<file path="src/rtl/nn_driver_pkg.sv">
// Shared definitions for the neural-network image driver.
// Holds the FSM state type, image geometry, class range and the
// helper that flags an out-of-range prediction.
package nn_driver_pkg;

  localparam int IMG_W       = 28;
  localparam int IMG_H       = 28;
  localparam int NUM_PIX     = IMG_W * IMG_H;
  localparam int CLASS_W     = 4;
  localparam int NUM_CLASSES = 10;
  localparam int CNT_W       = 16;
  localparam int PIX_IDX_W   = $clog2(NUM_PIX);
  // One spare code so row_cnt can step past the last row index.
  localparam int ROW_IDX_W   = $clog2(IMG_H + 1);

  typedef enum logic [2:0] {
    LOAD      = 3'd0,
    WAIT_CTRL = 3'd1,
    STREAM    = 3'd2,
    WAIT_PRED = 3'd3,
    ACK       = 3'd4,
    RESULT    = 3'd5
  } state_t;

  // High when the controller reports a class outside 0..NUM_CLASSES-1.
  function automatic logic class_illegal(input logic [CLASS_W-1:0] cls);
    return (int'(cls) >= NUM_CLASSES);
  endfunction

endpackage

</file>
<file path="src/rtl/nn_pixel_serializer.sv">
// Pixel buffer and serializer.
// Stores one image as IMG_H row words and, after a start pulse, shifts it
// out one pixel per clock, row 0 bit 0 first.
// Ports:
//   clk, reset          clock and synchronous active-high reset
//   row_we/row_sel/row_data  row write port (row_sel in 0..IMG_H-1)
//   start               begin a transfer (pixel 0 appears next cycle)
//   done                high during the last pixel cycle of a transfer
//   active              registered, high for every pixel cycle
//   pixel               registered current pixel, 0 when idle
module nn_pixel_serializer
  import nn_driver_pkg::*;
(
  input  logic                 clk,
  input  logic                 reset,
  input  logic                 row_we,
  input  logic [ROW_IDX_W-1:0] row_sel,
  input  logic [IMG_W-1:0]     row_data,
  input  logic                 start,
  output logic                 done,
  output logic                 active,
  output logic                 pixel
);

  logic [NUM_PIX-1:0]   pix_buf_r;
  logic [PIX_IDX_W-1:0] idx_r;
  logic                 active_r;
  logic                 pixel_r;

  // idx_r holds the index of the next pixel to present, so the transfer
  // ends once it reaches NUM_PIX while the last pixel is on the output.
  assign done   = active_r && (idx_r == PIX_IDX_W'(NUM_PIX));
  assign active = active_r;
  assign pixel  = pixel_r;

  // Buffer write port plus pixel index / output registers.
  always_ff @(posedge clk) begin
    if (reset) begin
      pix_buf_r <= '0;
      idx_r     <= '0;
      active_r  <= 1'b0;
      pixel_r   <= 1'b0;
    end else begin
      if (row_we) begin
        for (int r = 0; r < IMG_H; r++) begin
          if (row_sel == ROW_IDX_W'(r)) begin
            pix_buf_r[r*IMG_W +: IMG_W] <= row_data;
          end
        end
      end
      if (start && !active_r) begin
        active_r <= 1'b1;
        pixel_r  <= pix_buf_r[0];
        idx_r    <= PIX_IDX_W'(1);
      end else if (active_r) begin
        if (done) begin
          active_r <= 1'b0;
          pixel_r  <= 1'b0;
          idx_r    <= '0;
        end else begin
          pixel_r <= pix_buf_r[idx_r];
          idx_r   <= idx_r + PIX_IDX_W'(1);
        end
      end else begin
        pixel_r <= 1'b0;
      end
    end
  end

endmodule

</file>
<file path="src/rtl/nn_image_driver.sv">
// Host-side front end for the neural-network controller.
// Collects a 28x28 binary image as row words, streams it bit-serially into
// the controller, acknowledges the prediction and offers the class
// downstream with a valid/ready handshake.
// Ports:
//   masterClk, reset        clock, synchronous active-high reset
//   row_valid/row_data/row_ready   upstream row word handshake
//   readyForInputs          controller idle, may take an image
//   inputsInbound/inputPixel       serial pixel stream to controller
//   predictionReady/predictionOut  prediction from controller
//   predictionRecieved      acknowledge back to controller
//   result_valid/result_class/result_err/result_ready  downstream result
//   image_count             completed images, wraps
//   busy                    not idle in LOAD with an empty buffer
module nn_image_driver
  import nn_driver_pkg::*;
(
  input  logic               masterClk,
  input  logic               reset,
  input  logic               row_valid,
  input  logic [IMG_W-1:0]   row_data,
  output logic               row_ready,
  input  logic               readyForInputs,
  output logic               inputsInbound,
  output logic               inputPixel,
  input  logic               predictionReady,
  input  logic [CLASS_W-1:0] predictionOut,
  output logic               predictionRecieved,
  output logic               result_valid,
  output logic [CLASS_W-1:0] result_class,
  output logic               result_err,
  input  logic               result_ready,
  output logic [CNT_W-1:0]   image_count,
  output logic               busy
);

  state_t               state_r, state_next_s;
  logic [ROW_IDX_W-1:0] row_cnt_r, row_cnt_next_s;
  logic                 row_ready_r, row_ready_d_s;
  logic                 pred_rcv_r, pred_rcv_d_s;
  logic                 result_valid_r, result_valid_d_s;
  logic [CLASS_W-1:0]   result_class_r;
  logic                 result_err_r;
  logic [CNT_W-1:0]     image_count_r;
  logic                 busy_r, busy_d_s;

  logic accept_s, start_s, done_s, capture_s, release_s, handoff_s;

  assign accept_s  = row_valid && row_ready_r && (state_r == LOAD);
  assign start_s   = (state_r == WAIT_CTRL) && readyForInputs;
  assign capture_s = (state_r == WAIT_PRED) && predictionReady;
  assign release_s = (state_r == ACK) && !predictionReady;
  assign handoff_s = (state_r == RESULT) && result_ready;

  nn_pixel_serializer u_ser (
    .clk      (masterClk),
    .reset    (reset),
    .row_we   (accept_s),
    .row_sel  (row_cnt_r),
    .row_data (row_data),
    .start    (start_s),
    .done     (done_s),
    .active   (inputsInbound),
    .pixel    (inputPixel)
  );

  // State, row counter and registered outputs.
  always_ff @(posedge masterClk) begin
    if (reset) begin
      state_r        <= LOAD;
      row_cnt_r      <= '0;
      row_ready_r    <= 1'b1;
      pred_rcv_r     <= 1'b0;
      result_valid_r <= 1'b0;
      result_class_r <= '0;
      result_err_r   <= 1'b0;
      image_count_r  <= '0;
      busy_r         <= 1'b0;
    end else begin
      state_r        <= state_next_s;
      row_cnt_r      <= row_cnt_next_s;
      row_ready_r    <= row_ready_d_s;
      pred_rcv_r     <= pred_rcv_d_s;
      result_valid_r <= result_valid_d_s;
      busy_r         <= busy_d_s;
      if (capture_s) begin
        result_class_r <= predictionOut;
        result_err_r   <= class_illegal(predictionOut);
      end
      if (release_s) begin
        image_count_r <= image_count_r + CNT_W'(1);
      end
    end
  end

  // Next-state and row counter update.
  always_comb begin
    state_next_s   = state_r;
    row_cnt_next_s = row_cnt_r;
    case (state_r)
      LOAD: begin
        if (accept_s) begin
          row_cnt_next_s = row_cnt_r + ROW_IDX_W'(1);
          if (row_cnt_r == ROW_IDX_W'(IMG_H - 1)) begin
            state_next_s = WAIT_CTRL;
          end else begin
            state_next_s = LOAD;
          end
        end else begin
          state_next_s = LOAD;
        end
      end
      WAIT_CTRL: state_next_s = start_s   ? STREAM    : WAIT_CTRL;
      STREAM:    state_next_s = done_s    ? WAIT_PRED : STREAM;
      WAIT_PRED: state_next_s = capture_s ? ACK       : WAIT_PRED;
      ACK:       state_next_s = release_s ? RESULT    : ACK;
      RESULT: begin
        if (handoff_s) begin
          state_next_s   = LOAD;
          row_cnt_next_s = '0;
        end else begin
          state_next_s = RESULT;
        end
      end
      default: begin
        state_next_s   = LOAD;
        row_cnt_next_s = '0;
      end
    endcase
  end

  // Output values for the next cycle, derived from the next state so the
  // registered outputs change together with the state.
  always_comb begin
    row_ready_d_s    = (state_next_s == LOAD);
    pred_rcv_d_s     = (state_next_s == ACK);
    result_valid_d_s = (state_next_s == RESULT);
    busy_d_s         = (state_next_s != LOAD) || (row_cnt_next_s != '0);
  end

  assign row_ready          = row_ready_r;
  assign predictionRecieved = pred_rcv_r;
  assign result_valid       = result_valid_r;
  assign result_class       = result_class_r;
  assign result_err         = result_err_r;
  assign image_count        = image_count_r;
  assign busy               = busy_r;

endmodule

</file>
<file path="config.mk">
export PLATFORM = sky130hd
export DESIGN_NAME = nn_image_driver
export DESIGN_NICKNAME = d
export VERILOG_FILES = /design/src/rtl/nn_driver_pkg.sv /design/src/rtl/nn_pixel_serializer.sv /design/src/rtl/nn_image_driver.sv
export SDC_FILE = /design/constraint.sdc
export NUM_CORES = 2
export LEC_CHECK = 0
export CAP_MARGIN = 20
export CORE_AREA = 2 2 248 250
export CTS_CLUSTER_SIZE = 24
export DETAILED_ROUTE_END_ITERATION = 10
export DIE_AREA = 0 0 250 252
export PLACE_DENSITY = 0.77
export RECOVER_POWER = 25
export SYNTH_ARGS = -nofsm -noshare
export SYNTH_HDL_FRONTEND = slang
export SYNTH_SLANG_ARGS = --single-unit
</file>
<file path="constraint.sdc">
create_clock -name masterClk -period 6.25 [get_ports masterClk]
set_input_delay 1.25 -clock masterClk [delete_from_list [all_inputs] [get_ports masterClk]]
set_output_delay 1.25 -clock masterClk [all_outputs]
set_load 0.005 [all_outputs]
</file>
# Word-level counts from Yosys, hierarchy flattened
# Cells that the tools add are included.
# op_classes
n_bitwise,0
mux,22
shift,0
mul,0
n_reduce_logical,47
magnitude_cmp,2
addsub,3
n_div,0
eq_ne,35
# ops
op,n
$eq A5 B5 Y1 const B,12
$reduce_and A2 Y1,28
$eq A5 B4 Y1 const B,8
$eq A5 B3 Y1 const B,4
$pmux W3 S6,1
$add A16 B1 Y16 const B,1
$pmux W5 S3,1
$eq A3 B3 Y1 const B,4
$mux W1,12
$lt A10 B11 Y1 const B,1
$add A10 B1 Y10 const B,1
$bmux W1 S10,1
$eq A10 B10 Y1 const B,1
$eq A5 B2 Y1 const B,2
$mux W10,1
$mux W5,2
$mux W3,3
$logic_and A1 B1 Y1,8
$eq A3 B2 Y1 const B,2
$logic_not A3 Y1,2
$add A5 B1 Y5 const B,1
$eq A5 B1 Y1 const B,1
$logic_not A5 Y1,1
$reduce_bool A5 Y1,1
9 further kinds,10
# totals
n_memories,0
mem_bits_rw,0
elab_cells,150
register_bits,829
output_inout_bits,27
in_bits,38
romBits,0
latch_bits,0

# Logic depth before layout (Yosys ltp)
# depth
depth_word,6
mapped_depth,14
ltp_nobuf,9

# By module
# From an unflattened synthesis, not the netlist that was laid out.
# hier_totals
hier_cells,4308
hier_area_um2,35504.1
# modules_own_cells
mod,area_per_inst_um2,seq_area_each_um2,cells_per_inst,n_inst
nn_pixel_serializer,33981.3,15935.3,4129,1
nn_image_driver,1522.7,660.6,179,1

# Worst setup path after synthesis
# No wires, ideal clock.
# synth_path
kind,input -> register
from,in row_valid
to,reg u_ser.pix_buf_r[455]
n_path_buf,1
path_stages,8
setup_time_ns,0.132
arrival_ns,2.550
setup_slack_ns,3.568
t_required_ns,6.118
cell_sequence,nand2_1 > nor2_2 > nand2_1 > nor3_2 > nand2_1 > clkbuf_1 > nand2_1 > a21oi_1
# synth_between
elab_chain_cells,3
# synth_rtl
element,line,rtl
"start, declared",nn_image_driver.sv:20,"input logic row_valid,"
$logic_and A1 B1 Y1 (2 in a row),nn_image_driver.sv:49,assign accept_s = row_valid && row_ready_r && (state_r == LOAD);
$reduce_and A2 Y1 (no source line),-,
"end signal, assigned by index",nn_pixel_serializer.sv:47,pix_buf_r[r*IMG_W +: IMG_W] <= row_data;
"end, declared",nn_pixel_serializer.sv:25,logic [NUM_PIX-1:0] pix_buf_r;
# Every way passes these cells.
# A chain may end at the register's enable or synchronous reset.

# Worst setup path in the final report
# layout_path
from,in reset
to,reg u_ser.pix_buf_r[93]
# layout_rtl
element,line,rtl
"start, declared",nn_image_driver.sv:19,"input logic reset,"
# No word-level cell between the ends.

==> flow_summary_export.csv <==
group,metric,value,unit
clock_network,root_buffer,"clkbuf_16",
placement,finalWeightedCongestion,0.844,
clock_network,cts_buffer_depth,3,
clock_network,cts_setup_buffers,0,
outcome,failed_checks,"max-capacitance violations, max-slew violations",
floorplanning,core,60100,µm²
finish,multiInputGateArea,17300,µm²
outcome,outcome,"finished with violations",
timing,finalSetupViolCount,0,
timing,tns,0,ns
synthesis,synthTopCellsByCount,"nand2_1, dfxtp_1, a21oi_1, clkbuf_1, mux4_2",
route,avgRoutedWirePerCell,22.8,µm
route,viasPerCell,6.29,
global_route,grt.overflow.total,0,
timing,clock.fmax,215,MHz
clock_network,cts_hold_buf,0,
clock_network,cts_resized,0,
route,drt_iter0_drc,4395,
clock_network,clk_pin_slew,0.06,ns
floorplanning,initial_core_util,59.8,%
critical_path,critPathKind,"in -> reg",
synthesis,synth_cells,4334,
timing,tightest_slew,3.17,ns
worst_hold_path,whs_endpoint,"u_ser.pix_buf_r[203]$_SDFFE_PP0P_",
floorplanning,dieArea,63000,µm²
finish,fin_cells,4973,
worst_hold_path,hold_class,"reg -> reg",
clock_network,cts_sinks,829,
worst_hold_path,hp-start,"u_ser.pix_buf_r[203]$_SDFFE_PP0P_",
synthesis,synth.net_count,4380,
timing,finalHoldViolCount,0,
finish,fillCellCount,4975,
synthesis,synth.cell_area,36000,µm²
critical_path,path_max_fanout,141,
critical_path,critPathRequiredTime,6.69,ns
synthesis,ys_types,67,
placement,place_ws,2.05,ns
synthesis,avgSynthCellArea,8.30,µm²
placement,dp_cells,4823,
pwr,power_density,278,nW/µm²
timing,timing.final.ws_setup,1.60,ns
critical_path,rr_startpoint,"u_ser.idx_r[0]$_SDFFE_PP0P_",
synthesis,yosys_register_bits,829,
critical_path,cp-end-kind,"flop",
synthesis,synth-main-ff-cell,"dfxtp_1",
placement,port_buffers,64,
finish,drive_gt1_share,9.50,%
timing,period_minus_slack,4.65,ns
critical_path,r2r-end,"u_ser.pixel$_SDFF_PP0_",
pwr,p_leak,12.0,nW
clock_network,cts_tree,"yes",
worst_hold_path,hold_path_depth,2,
timing,fin_skew,0.0344,ns
global_route,grt_max_degree,155,
floorplanning,die_h,252,µm
floorplanning,rows,90,
synthesis,synth_edf_count,0,
timing,slew-limit-headroom,-111,%
route,firstDrtPassIters,8,
global_route,grt_pass1_wl,171000,µm
critical_path,path_cells,"clkbuf_2 -> clkbuf_2 -> a21oi_1",
timing,rsz0062_at_grt,"false",
critical_path,cpPeakStageDelay,2.18,ns
global_route,grt_pass1_vias,28737,
synthesis,yosys_warnings,0,
global_route,antenna_found_initial,1,
floorplanning,die_w,250,µm
route,postRouteAntennaNets,0,
placement,dp_hpwl,59500,µm
run,cap_viol_max_count,2,
route,vias,31287,
finish,areaGrowthSynthToFinish,7.61,%
route,totalWireLength,113000,µm
pwr,finalPower,10.8,mW
floorplanning,ios,65,
critical_path,reg2reg_depth,8,
finish,ff_latch_area,16600,µm²
clock_network,insertion_delay,0.65,ns
synthesis,yosysSeqAreaShare,46.1,%
pwr,peakVddDrop,0.000269,V
finish,fin_util,64.4,%
critical_path,critPathMostFrequentCell,"clkbuf_2",
clock_network,cts_inserted_buffers,83,
route,drc,0,
synthesis,ys_async_sr_fraction,0,%
finish,fin_nets,4174,
synthesis,synthTopCellsByArea,"dfxtp_1, nand2_1, a21oi_1",
global_route,track_usage,35.2,%
clock_network,h-tree-depth,3,
critical_path,cpMaxStageDelayCell,"clkbuf_2",
critical_path,crit_arrival,5.09,ns
synthesis,synth.most_common_cell,"nand2_1",
timing,drv_slew,212,
critical_path,r2r_slack,2.22,ns
timing,finalCritPeriodShare,74.5,%
synthesis,yosys.area.top_type,"dfxtp_1",
synthesis,synth_top_cell_area_share,46.1,%
critical_path,cp-start-kind,"primary input",
-- kinds of logic after synthesis --
family,after synthesis,synth area share [%]
and+or+nand+nor,1862,20.5
AOI/OAI and AO/OA,950,14.0
DFF,829,46.1
buffers and inverters,420,5.65
muxes,246,12.9
xor gates and xnor gates,19,0.463
adders and majority gates,8,0.278
-- where the power goes --
| group | internal [mW] | total (mW) | switching (mW) | leakage (nW) |
|---|---|---|---|---|
| logic | 0.0703 | 0.423 | 0.353 | 4.02 |
| clock network | 2.89 | 5.03 | 2.14 | 1.34 |
| registers | 5.31 | 5.32 | 0.0146 | 6.68 |
-- cells in the final DEF, fill, tap and decap left out, types with 4 or more instances in the layout --
cell / count
nand2_1: 1659
buf_2: 28
clkinv_2: 13
clkbuf_8: 19
nor2_1: 60
dfxtp_1: 825
bufinv_16: 4
buf_12: 11
xnor2_1: 7
nor3_1: 19
nand4_1: 13
buf_4: 36
o221ai_1: 13
mux2i_1: 70
inv_1: 15
nand3b_1: 4
o22ai_1: 9
nor2b_1: 7
a21oi_1: 820
a22oi_1: 30
nand3_1: 24
nand2b_1: 5
a22o_1: 5
clkbuf_16: 85
and3_1: 7
a31oi_1: 10
o21ai_0: 27
ha_1: 8
clkdlybuf4s50_1: 8
clkbuf_1: 21
xor2_1: 12
mux4_2: 171
or3_1: 5
a211oi_1: 9
dlygate4sd3_1: 27
and2_1: 35
a311oi_1: 4
-- worst max-delay path by stage --
stage / cells after the start / end / slack, ns / startpoint
floorplan: 8 / u_ser.pix_buf_r[455]$_SDFFE_PP0P_ / 3.57 / row_valid
global placement: 7 / u_ser.pix_buf_r[58]$_SDFFE_PP0P_ / 2.09 / row_valid
detailed placement: 7 / u_ser.pix_buf_r[31]$_SDFFE_PP0P_ / 2.05 / row_valid
CTS: 8 / u_ser.pixel$_SDFF_PP0_ / 2.39 / u_ser.idx_r[0]$_SDFFE_PP0P_
global route: 3 / u_ser.pix_buf_r[333]$_SDFFE_PP0P_ / 1.40 / reset
finish: 3 / u_ser.pix_buf_r[93]$_SDFFE_PP0P_ / 1.60 / reset
-- flip-flops by register name, indices dropped and copies added (netlist names) --
name                flops
predictionRecieved      1
result_class            4
u_ser.active            1
u_ser.pix_buf_r       784
busy                    1
u_ser.pixel             1
row_cnt_r               5
image_count            16
result_err              1
state_r                 3
result_valid            1
row_ready               1
u_ser.idx_r            10
-- critical path, delay by kind of cell --
| family | cells | cell delay [ns] |
|---|---|---|
| compound gates | 1 | 0.11 |
| buf+inv | 2 | 3.60 |
-- metrics by stage --
step                      hold WS, ns  cell area, µm²
final                           0.450           38700
after global routing            0.462           38700
after floorplan                 0.427           36000
after detailed placement        0.442           36000
after global placement          0.435           35900
after CTS                       0.450           38700
-- metal layers --
metal	share of wire, %	global-route usage [%]	wire length, µm	vias to the layer above
li1	-	-	-	14143
met1	38	47.8	43400	14995
met2	45	54.0	50600	1772
met3	12	7.16	13400	377
met4	5.3	17.5	6050	0
met5	0	0	0	-
-- final cells by class --
class / count / share of cell area (%)
antenna: 1 / 0.00647
clock buffer: 124 / 6.37
clock inverter: 23 / 0.650
inverter: 15 / 0.145
multi-input combinational: 3085 / 44.8
sequential: 829 / 42.9
tap: 782 / 2.53
timing repair buffer: 114 / 2.58
Power figures use the tool's default switching activity.
